### src/rtl/app_pkg.sv
// Shared types and constants for the APP result/command serial links.
package app_pkg;

    typedef enum logic [2:0] {
        IDLE,
        START,
        DATA,
        PARITY,
        STOP
    } tx_state_t;

    localparam int unsigned APP_RESULT_W   = 5;
    localparam int unsigned APP_CLK_DIV    = 4;
    localparam int unsigned APP_FIFO_DEPTH = 4;

    // Clock cycles for one complete frame: start + data + optional parity + stop.
    function automatic int unsigned frame_len(input int unsigned data_w,
                                              input int unsigned parity_en,
                                              input int unsigned clk_div);
        return (data_w + 2 + parity_en) * clk_div;
    endfunction

endpackage

### src/rtl/app_sync_fifo.sv
// Single-clock FIFO with show-ahead read data; shared by the result and command paths.
module app_sync_fifo #(
    parameter int unsigned WIDTH = 8,
    parameter int unsigned DEPTH = 4
) (
    input  logic                     clk,
    input  logic                     rstb,
    input  logic                     push,
    input  logic [WIDTH-1:0]         wr_data,
    input  logic                     pop,
    output logic [WIDTH-1:0]         rd_data,
    output logic                     full,
    output logic                     empty,
    output logic [$clog2(DEPTH):0]   count
);

    localparam int unsigned AW = $clog2(DEPTH);

    logic [WIDTH-1:0] mem [DEPTH];
    logic [AW-1:0]    wr_ptr;
    logic [AW-1:0]    rd_ptr;
    logic [AW:0]      cnt;
    logic             do_push;
    logic             do_pop;

    // DEPTH is a power of two, so the count MSB alone marks full.
    assign full    = cnt[AW];
    assign empty   = (cnt == '0);
    assign count   = cnt;
    assign do_push = push & ~full;
    assign do_pop  = pop & ~empty;
    assign rd_data = mem[rd_ptr];

    always_ff @(posedge clk or negedge rstb) begin
        if (!rstb) begin
            wr_ptr <= '0;
            rd_ptr <= '0;
            cnt    <= '0;
            for (int unsigned i = 0; i < DEPTH; i++) begin
                mem[i] <= '0;
            end
        end else begin
            if (do_push) begin
                mem[wr_ptr] <= wr_data;
                wr_ptr      <= wr_ptr + 1'b1;
            end
            if (do_pop) begin
                rd_ptr <= rd_ptr + 1'b1;
            end
            case ({do_push, do_pop})
                2'b10:   cnt <= cnt + 1'b1;
                2'b01:   cnt <= cnt - 1'b1;
                default: cnt <= cnt;
            endcase
        end
    end

endmodule

### src/rtl/app_result_tx.sv
// APP result transmitter: buffers result words and serializes them as idle-high
// frames (start, data LSB first, optional even parity, stop) on a single pad.
module app_result_tx
    import app_pkg::*;
#(
    parameter int unsigned DATA_W     = APP_RESULT_W,
    parameter int unsigned FIFO_DEPTH = APP_FIFO_DEPTH,
    parameter int unsigned CLK_DIV    = APP_CLK_DIV,
    parameter int unsigned PARITY_EN  = 1
) (
    input  logic              clk,
    input  logic              rstb,
    input  logic [DATA_W-1:0] data_i,
    input  logic              valid_i,
    output logic              ready_o,
    output logic              tx_o,
    output logic              busy_o,
    output logic [7:0]        frame_cnt_o
);

    localparam int unsigned DIV_W = (CLK_DIV > 1) ? $clog2(CLK_DIV) : 1;
    localparam int unsigned BIT_W = (DATA_W > 1) ? $clog2(DATA_W) : 1;
    localparam int unsigned CW    = $clog2(FIFO_DEPTH) + 1;

    tx_state_t         state_q;
    tx_state_t         state_nxt;
    logic [DIV_W-1:0]  div_cnt;
    logic [BIT_W-1:0]  bit_cnt;
    logic [DATA_W-1:0] shift_q;
    logic [DATA_W-1:0] shift_nxt;
    logic              parity_q;
    logic              tx_q;
    logic              tx_nxt;
    logic              busy_q;
    logic              busy_nxt;
    logic [7:0]        frame_cnt_q;

    logic              push_acc;
    logic              pop;
    logic              frame_done;
    logic              bit_last;
    logic              last_data_bit;
    logic [DATA_W-1:0] fifo_rd_data;
    logic              fifo_full;
    logic              fifo_empty;
    logic [CW-1:0]     fifo_count;

    app_sync_fifo #(
        .WIDTH (DATA_W),
        .DEPTH (FIFO_DEPTH)
    ) u_fifo (
        .clk     (clk),
        .rstb    (rstb),
        .push    (valid_i),
        .wr_data (data_i),
        .pop     (pop),
        .rd_data (fifo_rd_data),
        .full    (fifo_full),
        .empty   (fifo_empty),
        .count   (fifo_count)
    );

    assign push_acc      = valid_i & ~fifo_full;
    assign bit_last      = (div_cnt == DIV_W'(CLK_DIV - 1));
    assign last_data_bit = (bit_cnt == BIT_W'(DATA_W - 1));

    assign ready_o     = ~fifo_full;
    assign tx_o        = tx_q;
    assign busy_o      = busy_q;
    assign frame_cnt_o = frame_cnt_q;

    always_ff @(posedge clk or negedge rstb) begin
        if (!rstb) begin
            state_q <= IDLE;
        end else begin
            state_q <= state_nxt;
        end
    end

    always_comb begin
        state_nxt  = state_q;
        pop        = 1'b0;
        frame_done = 1'b0;
        unique case (state_q)
            IDLE: begin
                if (!fifo_empty) begin
                    pop       = 1'b1;
                    state_nxt = START;
                end
            end
            START: begin
                if (bit_last) state_nxt = DATA;
            end
            DATA: begin
                if (bit_last && last_data_bit) begin
                    if (PARITY_EN != 0) state_nxt = PARITY;
                    else                state_nxt = STOP;
                end
            end
            PARITY: begin
                if (bit_last) state_nxt = STOP;
            end
            STOP: begin
                if (bit_last) begin
                    frame_done = 1'b1;
                    if (!fifo_empty) begin
                        pop       = 1'b1;
                        state_nxt = START;
                    end else begin
                        state_nxt = IDLE;
                    end
                end
            end
            default: state_nxt = IDLE;
        endcase
    end

    // Pad and busy bits are computed from the next state so both flops lead, not lag, the FSM.
    always_comb begin
        shift_nxt = shift_q;
        tx_nxt    = 1'b1;
        if (pop) begin
            shift_nxt = fifo_rd_data;
        end else if (state_q == DATA && bit_last) begin
            shift_nxt = shift_q >> 1;
        end
        unique case (state_nxt)
            START:   tx_nxt = 1'b0;
            DATA:    tx_nxt = shift_nxt[0];
            PARITY:  tx_nxt = parity_q;
            default: tx_nxt = 1'b1;
        endcase
        busy_nxt = (state_nxt != IDLE) || push_acc ||
                   (fifo_count > {{(CW-1){1'b0}}, pop});
    end

    always_ff @(posedge clk or negedge rstb) begin
        if (!rstb) begin
            div_cnt     <= '0;
            bit_cnt     <= '0;
            shift_q     <= '0;
            parity_q    <= 1'b0;
            tx_q        <= 1'b1;
            busy_q      <= 1'b0;
            frame_cnt_q <= '0;
        end else begin
            tx_q    <= tx_nxt;
            busy_q  <= busy_nxt;
            shift_q <= shift_nxt;
            if (state_q == IDLE || bit_last) div_cnt <= '0;
            else                             div_cnt <= div_cnt + 1'b1;
            if (state_q != DATA) bit_cnt <= '0;
            else if (bit_last)   bit_cnt <= bit_cnt + 1'b1;
            if (pop) parity_q <= ^fifo_rd_data;
            if (frame_done) frame_cnt_q <= frame_cnt_q + 8'd1;
        end
    end

endmodule

### config.mk
export PLATFORM = sky130hd
export DESIGN_NAME = app_result_tx
export DESIGN_NICKNAME = d
export VERILOG_FILES = /design/src/rtl/app_pkg.sv /design/src/rtl/app_sync_fifo.sv /design/src/rtl/app_result_tx.sv
export SDC_FILE = /design/constraint.sdc
export NUM_CORES = 1
export LEC_CHECK = 0
export ABC_AREA = 0
export CAP_MARGIN = 20
export CORE_ASPECT_RATIO = 1.2
export CORE_MARGIN = 2
export CORE_UTILIZATION = 35
export DETAILED_ROUTE_END_ITERATION = 10
export GPL_TIMING_DRIVEN = 0
export HOLD_SLACK_MARGIN = 0.08
export PLACE_DENSITY_LB_ADDON = 0.12
export SLEW_MARGIN = 20
export SYNTH_ARGS = -nofsm -noshare
export SYNTH_HDL_FRONTEND = slang
export SYNTH_HIERARCHICAL = 1
export SYNTH_SLANG_ARGS = --single-unit
### constraint.sdc
create_clock -name clk -period 2.6 [get_ports clk]
set_input_delay 0.52 -clock clk [delete_from_list [all_inputs] [get_ports clk]]
set_output_delay 0.52 -clock clk [all_outputs]
set_load 0.01 [all_outputs]
# After elaboration in Yosys (flattened, before gate mapping)
# Index checks and enable logic that the tools add are counted.
[op_classes]
addsub = 7
n_lt_le_gt_ge = 4
eq_ne = 12
muxes = 25
bitwise_logic = 6
reduce_logical = 13
[ops]
columns = ["operator", "count"]
rows = [
  ["$mux W5", 5],
  ["$mux W3", 7],
  ["$bwmux W20", 1],
  ["$pmux W3 S5", 1],
  ["$eq A3 B2 Y1 const B", 4],
  ["$bmux W5 S2", 1],
  ["$demux W5 S2", 1],
  ["$add A8 B1 Y8 const B", 1],
  ["$add A2 B1 Y2 const B", 3],
  ["$add A3 B1 Y3 const B", 2],
  ["$eq A3 B1 Y1 const B", 2],
  ["$eq A3 B3 Y1 const B", 2],
  ["$ge A3 B3 Y1 const B", 2],
  ["$logic_not A3 Y1", 2],
  ["$not A2 Y3", 2],
  ["$pmux W3 S2", 1],
  ["$reduce_bool A2 Y1", 3],
  ["$mux W1", 5],
  ["$reduce_xor A5 Y1", 1],
  ["$eq A2 B2 Y1 const B", 2],
  ["$gt A3 B1 Y1", 1],
  ["$logic_and A1 B1 Y1", 3],
  ["$logic_or A1 B1 Y1", 3],
  ["$lt A3 B1 Y1 const B", 1],
  ["9 further kinds", 11],
]
[totals]
regBits = 51
input_bits = 8
elab_cells = 83

# Depth between registers and ports, before layout
[logic_depth]
ltp_word = 7
mapped_depth = 12

# Modules after synthesis
# The synthesis kept the hierarchy.
[by_module_without_submodules]
columns = ["module", "n_inst", "cells_each", "area_per_inst_um2"]
rows = [
  ["app_sync_fifo", 1, 86, 1356.3],
  ["app_result_tx", 1, 109, 1223.7],
]

# Worst setup path before layout
# OpenSTA, ideal clock, no wires.
[synth_path]
path_type = "register to register"
from = "reg state_q[0]"
to = "reg u_fifo.cnt[2], in the netlist u_fifo/count[2]"
setup_time_ns = 0.079
t_arrival_ns = 2.556
required_time_ns = 2.521
slack_ns = -0.035
stages_incl_launch_ff = 12
n_path_buf = 2
synth_period_minus_slack_ns = 2.635
path_cell_list = "dfrtp_1 > buf_2 > or4_1 > clkbuf_1 > inv_1 > o31a_1 > ha_1 > inv_1 > fa_1 > xor2_1 > nor2_1 > xor2_1"
[synth_via]
elab_chain_len = 5
elab_cells_between_ends = 8
[synth_lines]
columns = ["element", "line", "text"]
rows = [
  ["start, declared", "app_result_tx.sv:25", "tx_state_t state_q;"],
  ["start signal, assigned", "app_result_tx.sv:76", "state_q <= state_nxt;"],
  ["$eq A3 B3 Y1 or $logic_not A3 Y1 (tied branches)", "app_result_tx.sv:84", "unique case (state_q)"],
  ["$pmux W1 S2 (*)", "app_result_tx.sv:84", ""],
  ["net pop", "app_result_tx.sv:39", "logic pop;"],
  ["$and A1 B1 Y1 (*)", "app_sync_fifo.sv:31", "assign do_pop = pop & ~empty;"],
  ["net u_fifo.do_pop", "app_sync_fifo.sv:24", "logic do_pop;"],
  ["$eq A2 B1 Y1 or $eq A2 B2 Y1 (tied branches)", "app_sync_fifo.sv:50", "case ({do_push, do_pop})"],
  ["$pmux W3 S2 or $reduce_bool A2 Y1 (tied branches)", "--", ""],
  ["end signal, assigned", "app_sync_fifo.sv:51", "2'b10: cnt <= cnt + 1'b1;"],
  ["end signal, assigned", "app_sync_fifo.sv:52", "2'b01: cnt <= cnt - 1'b1;"],
  ["end signal, assigned", "app_sync_fifo.sv:53", "default: cnt <= cnt;"],
  ["end, declared", "app_sync_fifo.sv:22", "logic [AW:0] cnt;"],
]
# The timed path passes the listed nets; every way through them passes the cells marked *.
# A chain may end at the register's enable or synchronous reset.

# Worst setup path after layout
[layout_path]
from = "reg div_cnt[0]"
to = "reg u_fifo.cnt[2], in the netlist u_fifo/count[2]"
[layout_via]
elab_chain_len = 6
elab_cells_between_ends = 8
[layout_lines]
columns = ["element", "line", "text"]
rows = [
  ["start, declared", "app_result_tx.sv:27", "logic [DIV_W-1:0] div_cnt;"],
  ["start signal, assigned", "app_result_tx.sv:151", "else div_cnt <= div_cnt + 1'b1;"],
  ["$eq A2 B2 Y1 (*)", "app_result_tx.sv:64", "assign bit_last = (div_cnt == DIV_W'(CLK_DIV - 1));"],
  ["$mux W1 (*)", "app_result_tx.sv:104", "if (bit_last) begin"],
  ["$pmux W1 S2 (*)", "app_result_tx.sv:84", ""],
  ["net pop", "app_result_tx.sv:39", ""],
  ["$and A1 B1 Y1 (*)", "app_sync_fifo.sv:31", ""],
  ["net u_fifo.do_pop", "app_sync_fifo.sv:24", ""],
  ["$eq A2 B1 Y1 or $eq A2 B2 Y1 (tied branches)", "app_sync_fifo.sv:50", ""],
  ["$pmux W3 S2 or $reduce_bool A2 Y1 (tied branches)", "--", ""],
]
# Marks and branches as above.

==> run_results.csv <==
group,metric,value,unit
global_routing,grt_pass1_wl,7770,µm
final_layout,syn_to_final_growth,17.9,%
global_routing,grt_busiest_layer,"met2",
placement,dpl_worst_slack,-0.256,ns
critical_path,end_kind,"flop",
synthesis,synth-async-reset-ratio,100,%
synthesis,syn_inst,195,
floorplan,die_w,82.4,µm
power_and_ir_drop,p_sw,1180,µW
final_layout,fillCellCount,712,
power_and_ir_drop,seq_power_share,37.3,%
power_and_ir_drop,power.leakage,0.00140,µW
floorplan,die_h,98.1,µm
final_layout,final_nets,242,
critical_path,crit_path_start_kind,"flop",
routing,final_antenna_net_count,0,
global_routing,antenna_found_initial,0,
floorplan,io_pins,19,
global_routing,met3_usage,3.33,%
critical_path,cp_data_required_time,2.84,ns
outcome,run_status,"finished clean",
sta,setup_slack,0.143,ns
floorplan,dieArea,8080,µm²
final_layout,final_util,42.3,%
sta,finalHoldViolCount,0,
sta,finClkSkew,0.0110,ns
placement,io_buffers,18,
synthesis,avgSynthCellArea,13.2,µm²
synthesis,synth_common_cells,"dfrtp_1, mux2_4, xnor2_1",
placement,dpl.hpwl,3090,µm
critical_path,cp-startpoint,"div_cnt[0]",
sta,fmax,407,MHz
clock_tree,htreeDepth,2,
synthesis,ys_seq_area_share,49.5,%
synthesis,synth_warnings,6,
sta,rsz0062_at_grt,"true",
global_routing,grt_max_degree,52,
clock_tree,postCtsHoldBufs,0,
sta,setup_viol,0,
clock_tree,cts_tree,"yes",
routing,vias,1512,
synthesis,synth-edff-count,0,
synthesis,synth.largest_area_cell,"dfrtp_1",
final_layout,n_antenna_cell,0,
placement,globalplace.congestion,0.686,
clock_tree,clk_latency,0.31,ns
floorplan,fp-row-count,34,
synthesis,synth_top_area_share,48.5,%
clock_tree,clkTransAtPathRegs,0.11,ns
global_routing,grt_usage,12.6,%
synthesis,ys_types,42,
routing,route.detailed.drc,0,
synthesis,ys.flop_type,"dfrtp_1",
routing,drt-initial-drc-count,49,
power_and_ir_drop,p_int,2320,µW
clock_tree,clk_path_buf_depth,2,
clock_tree,clock-sinks,51,
global_routing,grtUsageMet1,17.3,%
global_routing,grt_pass1_vias,1603,
synthesis,synth_area_leaders,"dfrtp_1, mux2_4, ha_1",
sta,timing.final.crit_period,2.46,ns
sta,drv_slew,0,
routing,wire_per_inst,14.1,µm
critical_path,crit_type,"flop to flop",
routing,drtPass1Iterations,4,
synthesis,synth_most_common_cell,"dfrtp_1",
critical_path,crit_fanout,4,
synthesis,synth_nets,214,
power_and_ir_drop,power_density,1150,nW/µm²
sta,worst_pin_slew,0.656,ns
synthesis,ys_ff_latch,51,
floorplan,core,7190,µm²
critical_path,cp.arrival,2.69,ns
clock_tree,cts.root.buffer_cell,"clkbuf_8",
power_and_ir_drop,clockPowerShare,16.5,%
min_path,hp-class,"primary input to async pin",
sta,slew_headroom,56.2,%
sta,fin_tns_setup,0,ns
clock_tree,numCtsBuffers,5,
global_routing,grt_use_met2,19.5,%
sta,period_share,94.5,%
flow_run,drv_cap,0,
power_and_ir_drop,combPwrFrac,46.2,%
synthesis,synth_area,2580,µm²
routing,viasPerCell,4.82,
final_layout,drive_gt1_share,28.1,%
global_routing,gr-total-overflow,0,
critical_path,r2r-start,"div_cnt[0]",
floorplan,start_util,35.9,%
power_and_ir_drop,p_sw_share,33.7,%
power_and_ir_drop,irDropWorstVdd,0.472,mV
routing,routed_wl,4440,µm
metal layers:
metal  part of all wire [%]  up-vias  wire length [µm]
met4                    1.1        0                50
met1                     48      756              2110
li1                       -      728                 -
met2                     49       24              2160
met3                    2.7        4               119
met5                      0        -                 0
power groups by stage:
stage          Combinational [µW]  Clock (µW)  Sequential (µW)
2_1_floorplan                1290           0             1270
3_3_place_gp                 1560           0             1310
3_5_place_dp                 1580           0             1320
4_1_cts                      1600         601             1300
5_1_grt                      1810         636             1350
6_report                     1620         576             1300
registers in the layout, indices dropped and copies added, names as in the netlist:
| name | cells |
|---|---|
| bit_cnt | 3 |
| u_fifo/mem | 20 |
| u_fifo/rd_ptr | 2 |
| shift_q | 5 |
| parity_q | 1 |
| frame_cnt_o | 8 |
| state_q | 3 |
| u_fifo/wr_ptr | 2 |
| busy_o | 1 |
| div_cnt | 2 |
| u_fifo/count | 3 |
| tx_o | 1 |
cells in the final DEF (no fill, tap or decap), types with 4 or more instances in the layout:
cell | Yosys | layout
mux2i_1 | 6 | 6
dfrtp_1 | 50 | 49
clkbuf_8 | 0 | 5
nor2_1 | 7 | 7
nand2_1 | 9 | 9
ha_1 | 10 | 8
mux4_2 | 5 | 5
mux2_2 | 4 | 4
buf_4 | 1 | 6
xnor2_1 | 13 | 13
nand2_4 | 4 | 4
nor3_1 | 6 | 6
inv_1 | 12 | 10
mux2_4 | 18 | 18
xor2_1 | 7 | 7
clkdlybuf4s50_1 | 0 | 17
area by class of cell:
cell class,instances,area (µm²),area share (%)
tap,90,113,3.70
sequential,51,1280,42.0
buffer,8,60.1,1.97
inverter,12,45.0,1.48
timing repair buffer,22,208,6.83
clock buffer,5,68.8,2.26
clock inverter,3,47.5,1.56
multi-input combinational,123,1220,40.2
cell families after synthesis:
group,synth area share (%)
buf+inv,4.22
fa+ha+maj,5.63
flops,49.5
simple gates,11.2
mux,18.9
compound gates,3.73
xor+xnor,6.79
worst max-delay path, stage by stage (launching register included):
cell     delay [ns]
dfrtp_1        0.40
ha_4           0.18
nor2b_4        0.05
or4_4          0.54
inv_2          0.07
o31a_1         0.16
ha_2           0.20
inv_2          0.04
fa_2           0.32
xor2_1         0.14
nor2_1         0.12
xor2_1         0.15
path summary, 6_finish.rpt:
path	to	slack [ns]	cells after the start
setup / recovery	u_fifo/count[2]	0.14	11
hold / removal	div_cnt[0]	0.23	1
setup reg to reg	u_fifo/count[2]	0.14	11
hold reg to reg	frame_cnt_o[7]	0.48	1
max in group asynchronous	state_q[2]	1.89	1
min in group clk	frame_cnt_o[7]	0.48	1
timing repair:
item,in CTS,in global routing
resized for setup,2,8
pin swaps,0,4
setup buffers,1,3
setup endpoints to repair,2,1
metrics by stage:
stage / cell area, µm² / std cells / total power [µW] / hold slack, ns
finish: 3040 / 314 / 3500 / 0.235
CTS: 3000 / 311 / 3500 / 0.252
global placement: 2880 / 303 / 2880 / 0.433
detailed placement: 2870 / 303 / 2900 / 0.433
global route: 3040 / 314 / 3790 / 0.274
floorplan: 2580 / 195 / 2560 / 0.224
No activity file was read; power rests on OpenSTA's default activity.
